<file path="config.mk">
export PLATFORM = sky130hd
export DESIGN_NAME = xnor_serial_cmp_arbiter_flat
export DESIGN_NICKNAME = d
export VERILOG_FILES = /design/src/rtl/xnor_serial_cmp_arbiter_if.sv /design/src/rtl/xnor_serial_cmp_arbiter.sv /design/src/flat_wrapper.sv
export SDC_FILE = /design/constraint.sdc
export NUM_CORES = 1
export LEC_CHECK = 0
export CAP_MARGIN = 20
export CORE_UTILIZATION = 30
export DETAILED_ROUTE_END_ITERATION = 10
export GPL_TIMING_DRIVEN = 0
export PLACE_DENSITY = 0.68
export SETUP_SLACK_MARGIN = 0.02
export SLEW_MARGIN = 40
export SYNTH_ARGS = -nofsm -noshare
export SYNTH_HDL_FRONTEND = slang
export SYNTH_SLANG_ARGS = --single-unit
</file>
<file path="constraint.sdc">
create_clock -name clk -period 1.5 [get_ports clk]
set_input_delay 0.3 -clock clk [delete_from_list [all_inputs] [get_ports clk]]
set_output_delay 0.3 -clock clk [all_outputs]
set_load 0.01 [all_outputs]
</file>
<file path="src/rtl/xnor_serial_cmp_arbiter_if.sv">
// Requester/result bundle for the XNOR compare sequencer.
// master = requester side, slave = arbiter side.
interface xnor_serial_cmp_arbiter_if #(
  parameter int WIDTH = 8
);
  localparam int CW = $clog2(WIDTH + 1);

  logic             req0;
  logic [WIDTH-1:0] a0;
  logic [WIDTH-1:0] b0;
  logic             req1;
  logic [WIDTH-1:0] a1;
  logic [WIDTH-1:0] b1;
  logic             gnt0;
  logic             gnt1;
  logic             busy;
  logic             done;
  logic             eq;
  logic [CW-1:0]    mism_cnt;

  modport master (
    output req0, a0, b0, req1, a1, b1,
    input  gnt0, gnt1, busy, done, eq, mism_cnt
  );

  modport slave (
    input  req0, a0, b0, req1, a1, b1,
    output gnt0, gnt1, busy, done, eq, mism_cnt
  );
endinterface

</file>
<file path="src/rtl/xnor_serial_cmp_arbiter.sv">
// Round-robin arbiter that streams a granted operand pair LSB-first through an
// external single-bit XNOR cell and reports the mismatch count and equality.
module xnor_serial_cmp_arbiter #(
  parameter int WIDTH = 8
) (
  input  logic                      clk,
  input  logic                      rst,
  xnor_serial_cmp_arbiter_if.slave  bus,
  output logic                      xa,
  output logic                      xb,
  input  logic                      xs
);
  localparam int CW = $clog2(WIDTH + 1);

  typedef enum logic [1:0] {IDLE, COMPARE, DONE} state_t;

  state_t           state;
  logic             lp;
  logic             win;
  logic [CW-1:0]    cnt;
  logic [CW-1:0]    acc;
  logic [CW-1:0]    acc_nxt;
  logic [WIDTH-1:0] sa;
  logic [WIDTH-1:0] sb;

  // Contention goes to whoever was not served last; a lone request always wins.
  always_comb begin
    win = 1'b0;
    if (bus.req0 && bus.req1) win = ~lp;
    else                      win = bus.req1;
    acc_nxt = acc + (xs ? CW'(0) : CW'(1));
  end

  always_comb begin
    xa = 1'b0;
    xb = 1'b0;
    if (state == COMPARE) begin
      xa = sa[0];
      xb = sb[0];
    end
  end

  always_ff @(posedge clk or posedge rst) begin
    if (rst) begin
      state        <= IDLE;
      lp           <= 1'b1;
      cnt          <= '0;
      acc          <= '0;
      sa           <= '0;
      sb           <= '0;
      bus.gnt0     <= 1'b0;
      bus.gnt1     <= 1'b0;
      bus.busy     <= 1'b0;
      bus.done     <= 1'b0;
      bus.eq       <= 1'b0;
      bus.mism_cnt <= '0;
    end else begin
      case (state)
        IDLE: begin
          if (bus.req0 || bus.req1) begin
            sa       <= win ? bus.a1 : bus.a0;
            sb       <= win ? bus.b1 : bus.b0;
            acc      <= '0;
            cnt      <= '0;
            bus.gnt0 <= ~win;
            bus.gnt1 <= win;
            bus.busy <= 1'b1;
            state    <= COMPARE;
          end
        end
        COMPARE: begin
          acc <= acc_nxt;
          sa  <= sa >> 1;
          sb  <= sb >> 1;
          cnt <= cnt + CW'(1);
          if (cnt == CW'(WIDTH - 1)) begin
            bus.mism_cnt <= acc_nxt;
            bus.eq       <= (acc_nxt == '0);
            bus.done     <= 1'b1;
            state        <= DONE;
          end
        end
        DONE: begin
          lp       <= bus.gnt1;
          bus.gnt0 <= 1'b0;
          bus.gnt1 <= 1'b0;
          bus.busy <= 1'b0;
          bus.done <= 1'b0;
          state    <= IDLE;
        end
        default: state <= IDLE;
      endcase
    end
  end
endmodule

</file>
<file path="src/flat_wrapper.sv">
// flat-port wrapper written by rule: the top's interface ports become plain ports
module xnor_serial_cmp_arbiter_flat 
#(
  parameter int WIDTH = 8
)
  (clk, rst, xa, xb, xs, bus_req0, bus_a0, bus_b0, bus_req1, bus_a1, bus_b1, bus_gnt0, bus_gnt1, bus_busy, bus_done, bus_eq, bus_mism_cnt);
  xnor_serial_cmp_arbiter_if #(.WIDTH(WIDTH)) bus_i ();
  input  logic clk;
  input  logic rst;
  output logic xa;
  output logic xb;
  input  logic xs;
  input wire logic [$bits(bus_i.req0)-1:0] bus_req0;
  input wire logic [$bits(bus_i.a0)-1:0] bus_a0;
  input wire logic [$bits(bus_i.b0)-1:0] bus_b0;
  input wire logic [$bits(bus_i.req1)-1:0] bus_req1;
  input wire logic [$bits(bus_i.a1)-1:0] bus_a1;
  input wire logic [$bits(bus_i.b1)-1:0] bus_b1;
  output wire logic [$bits(bus_i.gnt0)-1:0] bus_gnt0;
  output wire logic [$bits(bus_i.gnt1)-1:0] bus_gnt1;
  output wire logic [$bits(bus_i.busy)-1:0] bus_busy;
  output wire logic [$bits(bus_i.done)-1:0] bus_done;
  output wire logic [$bits(bus_i.eq)-1:0] bus_eq;
  output wire logic [$bits(bus_i.mism_cnt)-1:0] bus_mism_cnt;
  assign bus_i.req0 = bus_req0;
  assign bus_i.a0 = bus_a0;
  assign bus_i.b0 = bus_b0;
  assign bus_i.req1 = bus_req1;
  assign bus_i.a1 = bus_a1;
  assign bus_i.b1 = bus_b1;
  assign bus_gnt0 = bus_i.gnt0;
  assign bus_gnt1 = bus_i.gnt1;
  assign bus_busy = bus_i.busy;
  assign bus_done = bus_i.done;
  assign bus_eq = bus_i.eq;
  assign bus_mism_cnt = bus_i.mism_cnt;
  xnor_serial_cmp_arbiter #(.WIDTH(WIDTH)) u_core (.clk(clk), .rst(rst), .bus(bus_i), .xa(xa), .xb(xb), .xs(xs));
endmodule
</file>
After elaboration in Yosys (flattened, before gate mapping)
Index checks and enable logic that the tools add are counted.
- word-level logic and storage cells: 57
- output and inout port bits: 11
- register bits after elaboration: 36
- add/subtract/negate cells: 2
- eq/ne operators: 5
- mux-type cells: 24
- reduce and logical (&&, ||, !) cells: 12
- bitwise logic cells: 2
- operators by type and width (cell ; number):
    8-bit 2-to-1 mux ; 4
    8-bit one-hot mux with 2 select lines ; 2
    4-bit one-hot mux with 2 select lines ; 2
    2-bit AND reduction ; 5
    1-bit 2-to-1 mux ; 8
    1-bit one-hot mux with 2 select lines ; 4
    2-bit nonzero test ; 3
    4-bit by 1-bit adder with 4-bit output, second input constant ; 1
    4-bit adder ; 1
    4-bit by 3-bit == test with 1-bit output, second input constant ; 1
    4-bit logical NOT ; 1
    2-bit 2-to-1 mux ; 2
    4-bit 2-to-1 mux ; 1
    2-bit one-hot mux with 2 select lines ; 1
    2-bit by 1-bit == test with 1-bit output, second input constant ; 1
    2-bit == test, second input constant ; 1
    2-bit logical NOT ; 1
    2-bit by 1-bit inequality test with 1-bit output, second input constant ; 1
    2-bit inequality test, second input constant ; 1
    1-bit NOT ; 2
    1-bit logical AND ; 1
    1-bit logical OR ; 1

Depth between registers and ports, before layout
Gate-level depths: netlist of the first run.
- word-level depth: 5
- mapped depth: 6

Worst setup path after synthesis of the first run
Ideal clock, no wire load.
- path type: register to register
- start: register u_core.acc[0]
- end: register u_core.bus.eq
- arrival time: 1.382 ns
- clock period less this slack: 1.492 ns
- required time: 1.390 ns
- cell stages (with the launch flop): 6
- slack: 0.008 ns
- path through: dfrtp_1 > ha_1 > ha_1 > xor2_1 > or3_1 > o41ai_1
- word-level cells in the longest chain between the ends: 2
- ends and longest elaborated chain (what ; RTL line ; source):
    from (decl) ; xnor_serial_cmp_arbiter.sv:21 ; logic [CW-1:0] acc;
    from (signal assigned) ; xnor_serial_cmp_arbiter.sv:72 ; acc <= acc_nxt;
    4-bit adder ; xnor_serial_cmp_arbiter.sv:31 ; acc_nxt = acc + (xs ? CW'(0) : CW'(1));
    4-bit logical NOT ; xnor_serial_cmp_arbiter.sv:78 ; bus.eq <= (acc_nxt == '0);
    to (signal assigned) ; xnor_serial_cmp_arbiter.sv:78 ;
    to (decl) ; xnor_serial_cmp_arbiter_if.sv:28 ; output gnt0, gnt1, busy, done, eq, mism_cnt
Every way passes these cells.
A chain may end at the register's enable or synchronous reset.

Final worst setup path of the first run
Same ends and word-level chain as after synthesis.

==> results of run 1 <==
## worst max-delay path, stage by stage, from the launching register on
cell and delay [ns]:
dfrtp_1 0.41, ha_4 0.18, ha_4 0.16, xor2_2 0.14, or3_4 0.34, o41ai_2 0.19
## flip-flops by register name, summed over array words and instances, names as in the netlist, 2 cells and up
register and flops:
u_core.acc 4, u_core.state 2, u_core.sa 8, u_core.cnt 4, u_core.sb 8, u_core.bus.mism_cnt 4
## cells in the final DEF, fill, tap and decap left out, types with 2 or more instances in the layout
cell type	netlist	routed
buf_12	0	2
nand2_1	27	27
mux2_2	5	5
o221ai_1	2	2
dlygate4sd2_1	0	6
nor2_4	0	4
dfrtp_1	35	34
inv_1	5	4
clkbuf_2	1	3
nand3_1	3	3
o211ai_1	14	14
o21ai_1	0	2
o21ai_0	24	22
clkbuf_8	0	6
nand2b_1	3	2
ha_4	0	2
buf_4	0	11
dlymetal6s2s_1	0	6
nor2_1	7	3
clkdlybuf4s50_1	0	33
nand3b_1	2	2
clkbuf_1	5	3
buf_6	2	4
mux2i_1	15	14
## power by group
| group | leakage (nW) | internal [W] | switching [W] |
|---|---|---|---|
| Sequential | 0.449 | 0.00138 | 0.000256 |
| Combinational | 0.719 | 0.00105 | 0.000935 |
| Clock | 0.0455 | 0.000375 | 0.000331 |
## through the flow
stage,util [%],std cells,hold WS (ns),total power [W]
2_1_floorplan,-,172,0.449,0.00256
3_3_place_gp,41.7,291,0.477,0.00316
3_5_place_dp,41.7,291,0.476,0.00321
4_1_cts,46.8,307,0.480,0.00424
5_1_grt,48.1,311,0.435,0.00466
6_report,48.1,311,0.390,0.00433
## per-layer routing
layer	global-route usage, %	share of wire [%]
met1	19.2	44
met2	24.3	50
met3	3.60	4.1
met4	6.11	1.6
met5	0	0
## timing repair
item,CTS,global route
pin swaps,4,4
endpoints found under the setup margin,29,38
gates resized for setup,40,20
hold buffers,0,0
buffers inserted,8,4
## worst min path at each step
stage,endpoint,depth (start not counted),startpoint,slack [ns]
after CTS,u_core.sa[2],2,rst,0.48
after global placement,u_core.sa[0],2,u_core.sa[1],0.48
after detailed placement,u_core.bus.busy,2,u_core.bus.busy,0.48
after floorplan,u_core.sa[0],2,u_core.sa[1],0.45
after global routing,u_core.sa[2],2,rst,0.43
final,u_core.bus.mism_cnt[1],2,rst,0.39
## cell type report
type | instances | area (sq um)
fill | 516 | 2890
sequential | 36 | 903
multi-input combinational | 122 | 900
timing repair buffer | 59 | 596
clock buffer | 8 | 90.1
tap | 72 | 90.1
buffer | 9 | 81.3
inverter | 5 | 20.0
## kinds of logic (layout without fill, tap and decap cells)
| kind of cell | count (synthesis) | after routing |
|---|---|---|
| multiplexers | 20 | 20 |
| buffers and inverters | 14 | 81 |
| AND/OR/NAND/NOR | 48 | 48 |
| adder cells (fa/ha/maj) | 3 | 3 |
| flip-flops | 36 | 36 |
| AO/OA/AOI/OAI | 48 | 48 |
| XOR/XNOR | 3 | 3 |
==> run metrics, run 1 <==
Seq/Total Area, Yosys 51.1%; syn avg cell area 10.3 sq um; Pins Over Slew Limit 0; mapped cell area 1760 sq um; Layout area overhead 51.9%; worst setup margin -0.00763 ns; min Tclk post-route 1.51 ns; Post-route DRC 0; simple-gate share of the synthesized area 12.1%; Nets 278; initial core utilization 31.6%; Die Width 78.7 microns; # port buffers 47; Synth Flop Type dfrtp_1; core area 5570 sq um; routed wire length 4260 microns; clock tree buffer depth 2; Final Skew 0.00711 ns; Total GRT Usage 15.1%; status finished with violations; Worst VDD drop 0.690 mV; worst hold path type in -> async; number of max-cap violations 0; Least-Margin Pin Slew 0.608 ns; async set-reset flop share out of synthesis 100%; pin count of the biggest net entering global routing 37; Ports 48; first-pass GRT wire length 7130 microns; Max FO, Critical Path 2; CTS sink count 36; Data required, critical path 1.69 ns; CTS root buf clkbuf_8; XOR/XNOR Fraction of Synth Area 1.49%; net count after synthesis 212; Post-synth EDFFs 0; clk_lat worst skew 0.29 ns; vias in the first global route 1507; Worst EP arrival 1.69 ns; Vias/cell 4.95; setup violators final 1; DRC marker count from the first detailed-route iteration 82; reg2reg start u_core.acc[0]; post-DP HPWL 2920 microns; Critical Path Sink u_core.bus.eq; Max Fclk 0.663 GHz; Ys Warns 0; design area 2680 sq um; Synth area leader dfrtp_1; RSZ-0062 raised after global routing true; FF-to-FF setup slack -0.008 ns; failing checks setup timing; complex-gate fraction of the synthesized area 17.5%; Yosys top cell area share 49.6%; remaining global-route overflow 0; Setup Total Neg Slack -0.00763 ns; R2R cell count 5; top cells by area, synth dfrtp_1 (50%), mux2i_1 (8.5%), o21ai_0 (6.8%); PD cells 1620 nW/um^2; ANT cells 0; Pre-antenna DRT Iters 4; Final Wtd Congestion 0.766; Distinct cells, synth 33; Num CTS Buffers 5; H-tree level count 2; fin crit share 101%; main combinational cell family by area after synthesis compound AO/OA/AOI/OAI gates; Lkg Pwr 1.21 nW; most common cell in the synthesized netlist dfrtp_1; initial antenna violation count 0; #FFs+latches synth 36; antenna-violating nets left 0; synthesized-area fraction occupied by adder cells 2.13%; Post-synth top cells dfrtp_1 (35), nand2_1 (27), o21ai_0 (24), mux2i_1 (15), o211ai_1 (14); wire per inst 13.7 microns; routed via count 1538; post-synthesis mux area share 11.7%; Setup WS pre-CTS -0.528 ns; type of element launching the critical path register; CTS clk-pin slew, worst paths 0.07 ns; die area 6190 sq um; CP endpoint kind register; relative slew slack 59.4%; layout cell share with drive strength beyond 1 21.8%; Critical Path Start u_core.acc[0]; site row count 27; CTS tree yes; placed standard-cell area 2320 sq um; Synth Instances 172; final hold violation count 0; Die H 78.7 microns; worst flop-to-flop path endpoint u_core.bus.eq; Setup Crit Path Kind reg -> reg
Power figures use the tool's default switching activity.
==> run 2: changes to the inputs <==
--- a/config.mk
+++ b/config.mk
@@ -6,6 +6,7 @@
 export NUM_CORES = 1
 export LEC_CHECK = 0
 export CAP_MARGIN = 20
+export CORE_MARGIN = 4
 export CORE_UTILIZATION = 30
 export DETAILED_ROUTE_END_ITERATION = 10
 export GPL_TIMING_DRIVEN = 0
==> run metrics, run 2 (synthesis gave the netlist of run 1 again) <==
final hold violation count 0; PD cells 1640 nW/um^2; wire per inst 14.6 microns; post-DP HPWL 3010 microns; largest registers u_core.sa x8, u_core.sb x8; placed standard-cell area 2320 sq um; Pint 0.00274 W; # port buffers 47; commonest non-fill, non-tap cell in the layout dfrtp_1; failing checks setup timing; Inst Count DP 291; CTS sink count 36; Total GRT Usage 12.7%; Clock power frac 15.5%; Data required, critical path 1.69 ns; Pins Over Slew Limit 0; core area 5610 sq um; Util after Layout 46.7%; CTS tree yes; remaining global-route overflow 0; Overall Power 0.00429 W; DRC marker count from the first detailed-route iteration 73; Critical Path Start u_core.acc[0]; Setup Total Neg Slack -0.0440 ns; Nets 276; routed via count 1563; reg2reg start u_core.acc[0]; Vias/cell 5.06; Ports 48; layout cell share with drive strength beyond 1 21.1%; CTS clk-pin slew, worst paths 0.07 ns; most frequent cells in the layout dfrtp_1 (34), clkdlybuf4s50_1 (33), nand2_1 (27); setup violators final 2; initial core utilization 31.5%; Worst VDD drop 0.685 mV; antenna-violating nets left 0; fill count 561; FF-to-FF setup slack -0.04 ns; CP endpoint kind register; final cell count without fillers 309; # hold bufs at CTS 0; design area 2620 sq um; vias in the first global route 1499; sequential share of power 38.1%; Setup Crit Path Kind reg -> reg; RSZ-0062 raised after global routing true; fin crit share 103%; min Tclk post-route 1.54 ns; clk_lat worst skew 0.29 ns; CTS root buf clkbuf_8; Layout area overhead 48.4%; Die Width 84.7 microns; Pre-antenna DRT Iters 4; Final Wtd Congestion 0.816; die area 7170 sq um; Logic pwr share 46.4%; worst setup margin -0.0412 ns; Switching Fraction 36.3%; Worst EP arrival 1.73 ns; Max FO, Critical Path 2; site row count 27; Least-Margin Pin Slew 0.623 ns; switching power 0.00156 W; R2R cell count 5; worst flop-to-flop path endpoint u_core.bus.eq; type of element launching the critical path register; clock tree buffer depth 2; Post-route DRC 0; Lkg Pwr 1.14 nW; H-tree level count 2; relative slew slack 58.4%; pin count of the biggest net entering global routing 37; ANT cells 0; worst hold path type in -> async; number of max-cap violations 0; initial antenna violation count 0; Max Fclk 0.649 GHz; Die H 84.7 microns; routed wire length 4510 microns; Final Skew 0.00596 ns; Num CTS Buffers 5; first-pass GRT wire length 7310 microns; status finished with violations
==> run 2: cell types whose count changed in the layout (fill, tap and decap cells not counted), sizes merged <==
cell,previous run,this run
clkinv,1,2
clkbuf,14,12
dlygate4sd2,6,11
dlymetal6s2s,6,0
==> run 2: how the worst max path moves through the flow <==
stage / slack, ns / end
final: -0.04 / u_core.bus.eq
after global routing: -0.11 / u_core.bus.eq
after CTS: -0.05 / u_core.bus.eq
after detailed placement: -0.55 / u_core.bus.eq
after global placement: -0.51 / u_core.bus.eq
after floorplan: 0.008 / u_core.bus.eq
==> run 2: stage by stage <==
step | setup WS, ns | hold slack, ns
after floorplan | 0.00821 | 0.449
after global placement | -0.512 | 0.459
after detailed placement | -0.547 | 0.464
after CTS | -0.0546 | 0.478
after global routing | -0.111 | 0.433
final | -0.0412 | 0.383
==> run 2: per-layer routing <==
metal  GRT usage (%)  wire, microns  up-vias
met4            4.32             62        0
met2            18.8           2100       58
li1                -              -      737
met1            17.2           2050      759
met3            4.61            301        9
met5               0              0        -
==> run 2: worst max-delay path: stages (launching register included) <==
cell	delay (ns)
dfrtp_1	0.41
ha_4	0.18
ha_4	0.16
xor2_2	0.14
or3_1	0.36
o41ai_2	0.19
==> run 2: final cells by class <==
type                    count  area (sq um)  share of cell area (%)
plain buffers               9          82.6                    3.15
clock buffers               7          76.3                    2.92
clock inverters             1          5.00                   0.191
inverters                   5          20.0                   0.765
multi-input cells         122           911                    34.8
flip-flops and latches     36           903                    34.5
well taps                  72          90.1                    3.44
repair buffers             57           529                    20.2
==> run 2: power groups by stage <==
| stage | combinational [W] | sequential [W] | clock [W] |
|---|---|---|---|
| 6_report | 0.00199 | 0.00164 | 0.000666 |
| 4_1_cts | 0.00178 | 0.00163 | 0.000685 |
| 3_3_place_gp | 0.00156 | 0.00161 | 0 |
| 3_5_place_dp | 0.00159 | 0.00163 | 0 |
| 2_1_floorplan | 0.000938 | 0.00162 | 0 |
| 5_1_grt | 0.00220 | 0.00167 | 0.000740 |
==> run 2: what timing repair did <==
action / in CTS / in global routing
resized for setup: 43 / 21
setup buffers: 4 / 7
endpoints found under the setup margin: 36 / 33
pin swaps: 2 / 2
==> run 3: changes to the inputs <==
--- a/config.mk
+++ b/config.mk
@@ -10,7 +10,7 @@
 export CORE_UTILIZATION = 30
 export DETAILED_ROUTE_END_ITERATION = 10
 export GPL_TIMING_DRIVEN = 0
-export PLACE_DENSITY = 0.68
+export PLACE_DENSITY = 0.66
 export SETUP_SLACK_MARGIN = 0.02
 export SLEW_MARGIN = 40
 export SYNTH_ARGS = -nofsm -noshare
==> constraint.sdc (replaced) <==
create_clock -name clk -period 1.9 [get_ports clk]
set_input_delay 0.38 -clock clk [delete_from_list [all_inputs] [get_ports clk]]
set_output_delay 0.38 -clock clk [all_outputs]
set_load 0.01 [all_outputs]
==> run metrics, run 3 (synthesis gave the netlist of run 1 again) <==
sequential share of power 40.5%; clock tree buffer depth 2; # hold bufs at CTS 0; CTS tree yes; initial antenna violation count 0; routed via count 1454; worst hold path type in -> async; Switching Fraction 34.6%; Worst VDD drop 0.521 mV; Worst EP arrival 1.97 ns; Clock power frac 18.8%; Lkg Pwr 1.05 nW; RSZ-0062 raised after global routing false; CTS sink count 36; Pre-antenna DRT Iters 5; Nets 266; DR WL met3 289 microns; post-CTS setup buffers 0; site row count 27; initial core utilization 31.5%; ANT cells 0; Inst Count DP 291; Data required, critical path 2.09 ns; largest registers u_core.sa x8, u_core.sb x8; fin crit share 93.9%; type of element launching the critical path input port; PD cells 1280 nW/um^2; Setup Crit Path Kind in -> reg; Least-Margin Pin Slew 0.607 ns; Max FO, Critical Path 3; commonest non-fill, non-tap cell in the layout clkdlybuf4s50_1; Pint 0.00206 W; core area 5610 sq um; final cell count without fillers 299; Logic pwr share 40.7%; wire per inst 13.5 microns; Final Wtd Congestion 0.837; worst setup margin 0.117 ns; Total GRT Usage 12.0%; first-pass GRT wire length 6840 microns; min Tclk post-route 1.78 ns; DRC marker count from the first detailed-route iteration 65; wl on met1 1910 microns; CTS root buf clkbuf_8; register area 903 sq um; Setup WS pre-CTS -0.213 ns; most frequent cells in the layout clkdlybuf4s50_1 (45), dfrtp_1 (34), nand2_1 (27); Post-route DRC 0; WL met2 1760 microns; die area 7170 sq um; layout cell share with drive strength beyond 1 12.8%; area of the multi-input gates 815 sq um; setup violators final 0; routed wire length 4040 microns; antenna-violating nets left 0; switching power 0.00109 W; Die H 84.7 microns; number of max-cap violations 0; final hold violation count 0; vias in the first global route 1467; Overall Power 0.00315 W; Max Fclk 0.561 GHz; Layout area overhead 39.4%; # port buffers 47; clk_lat worst skew 0.29 ns; pin count of the biggest net entering global routing 37; design area 2460 sq um; status finished clean; placed standard-cell area 2320 sq um; Ports 48; Vias/cell 4.86; Pins Over Slew Limit 0; Die Width 84.7 microns; post-DP HPWL 2950 microns; Num CTS Buffers 5; remaining global-route overflow 0; fill count 565; CTS clk-pin slew, worst paths 0.07 ns; Final Skew 0.00990 ns; uppermost layer routed met4; Setup Total Neg Slack 0 ns; H-tree level count 2; relative slew slack 59.5%; CP endpoint kind register
## run 3: changes by cell type in the layout (fill, tap and decap cells not counted), sizes merged
cell / delta
buf: -14
clkdlybuf4s50: +12
dlygate4sd2: -10
clkbuf: +2
clkdlybuf4s15: +1
clkinv: -1
## run 3: layout make-up
class,instances,share of cell area [%]
Sequential cell,36,36.7
Multi-Input combinational cell,122,33.1
Timing Repair Buffer,47,19.1
Clock buffer,8,4.07
Tap cell,72,3.66
Buffer,9,2.49
Inverter,5,0.814
## run 3: timing repair
item | 4_1_cts | 5_1_grt
setup endpoints to repair | 2 | 13
gates resized for setup | 8 | 5
cloned | 0 | 0
## run 3: path summary, 6_finish.rpt
path                                  from                      to  slack, ns  cells after the start
min in group clk              u_core.sb[1]            u_core.sb[0]       0.48                      2
hold reg to reg               u_core.sb[1]            u_core.sb[0]       0.48                      2
hold / removal                         rst  u_core.bus.mism_cnt[0]       0.46                      2
max in group asynchronous              rst         u_core.state[0]       1.04                      2
setup reg to reg           u_core.state[1]           u_core.acc[2]       0.31                      4
setup / recovery                        xs           u_core.bus.eq       0.12                      6
## run 3: power by group through the flow
| stage | registers, W | clock network (W) | logic [W] |
|---|---|---|---|
| floorplan | 0.00128 | 0 | 0.000740 |
| detailed placement | 0.00128 | 0 | 0.00126 |
| finish | 0.00128 | 0.000594 | 0.00128 |
| global placement | 0.00127 | 0 | 0.00123 |
| global route | 0.00132 | 0.000649 | 0.00145 |
| CTS | 0.00127 | 0.000614 | 0.00127 |
## run 3: through the flow
stage	hold WS [ns]	utilization [%]
after global routing	0.481	43.9
after CTS	0.472	43.4
final	0.459	43.9
after global placement	0.458	41.5
after floorplan	0.449	-
after detailed placement	0.464	41.5
## run 3: layer usage
| metal | GRT usage, % | vias up |
|---|---|---|
| li1 | - | 716 |
| met1 | 15.6 | 688 |
| met2 | 17.7 | 43 |
| met3 | 4.12 | 7 |
| met4 | 6.19 | 0 |
| met5 | 0 | - |
## run 3: critical path, stage by stage
cell,delay (ns)
clkdlybuf4s50_1,0.45
inv_1,0.04
ha_1,0.21
ha_1,0.32
or3_1,0.38
o41ai_2,0.19
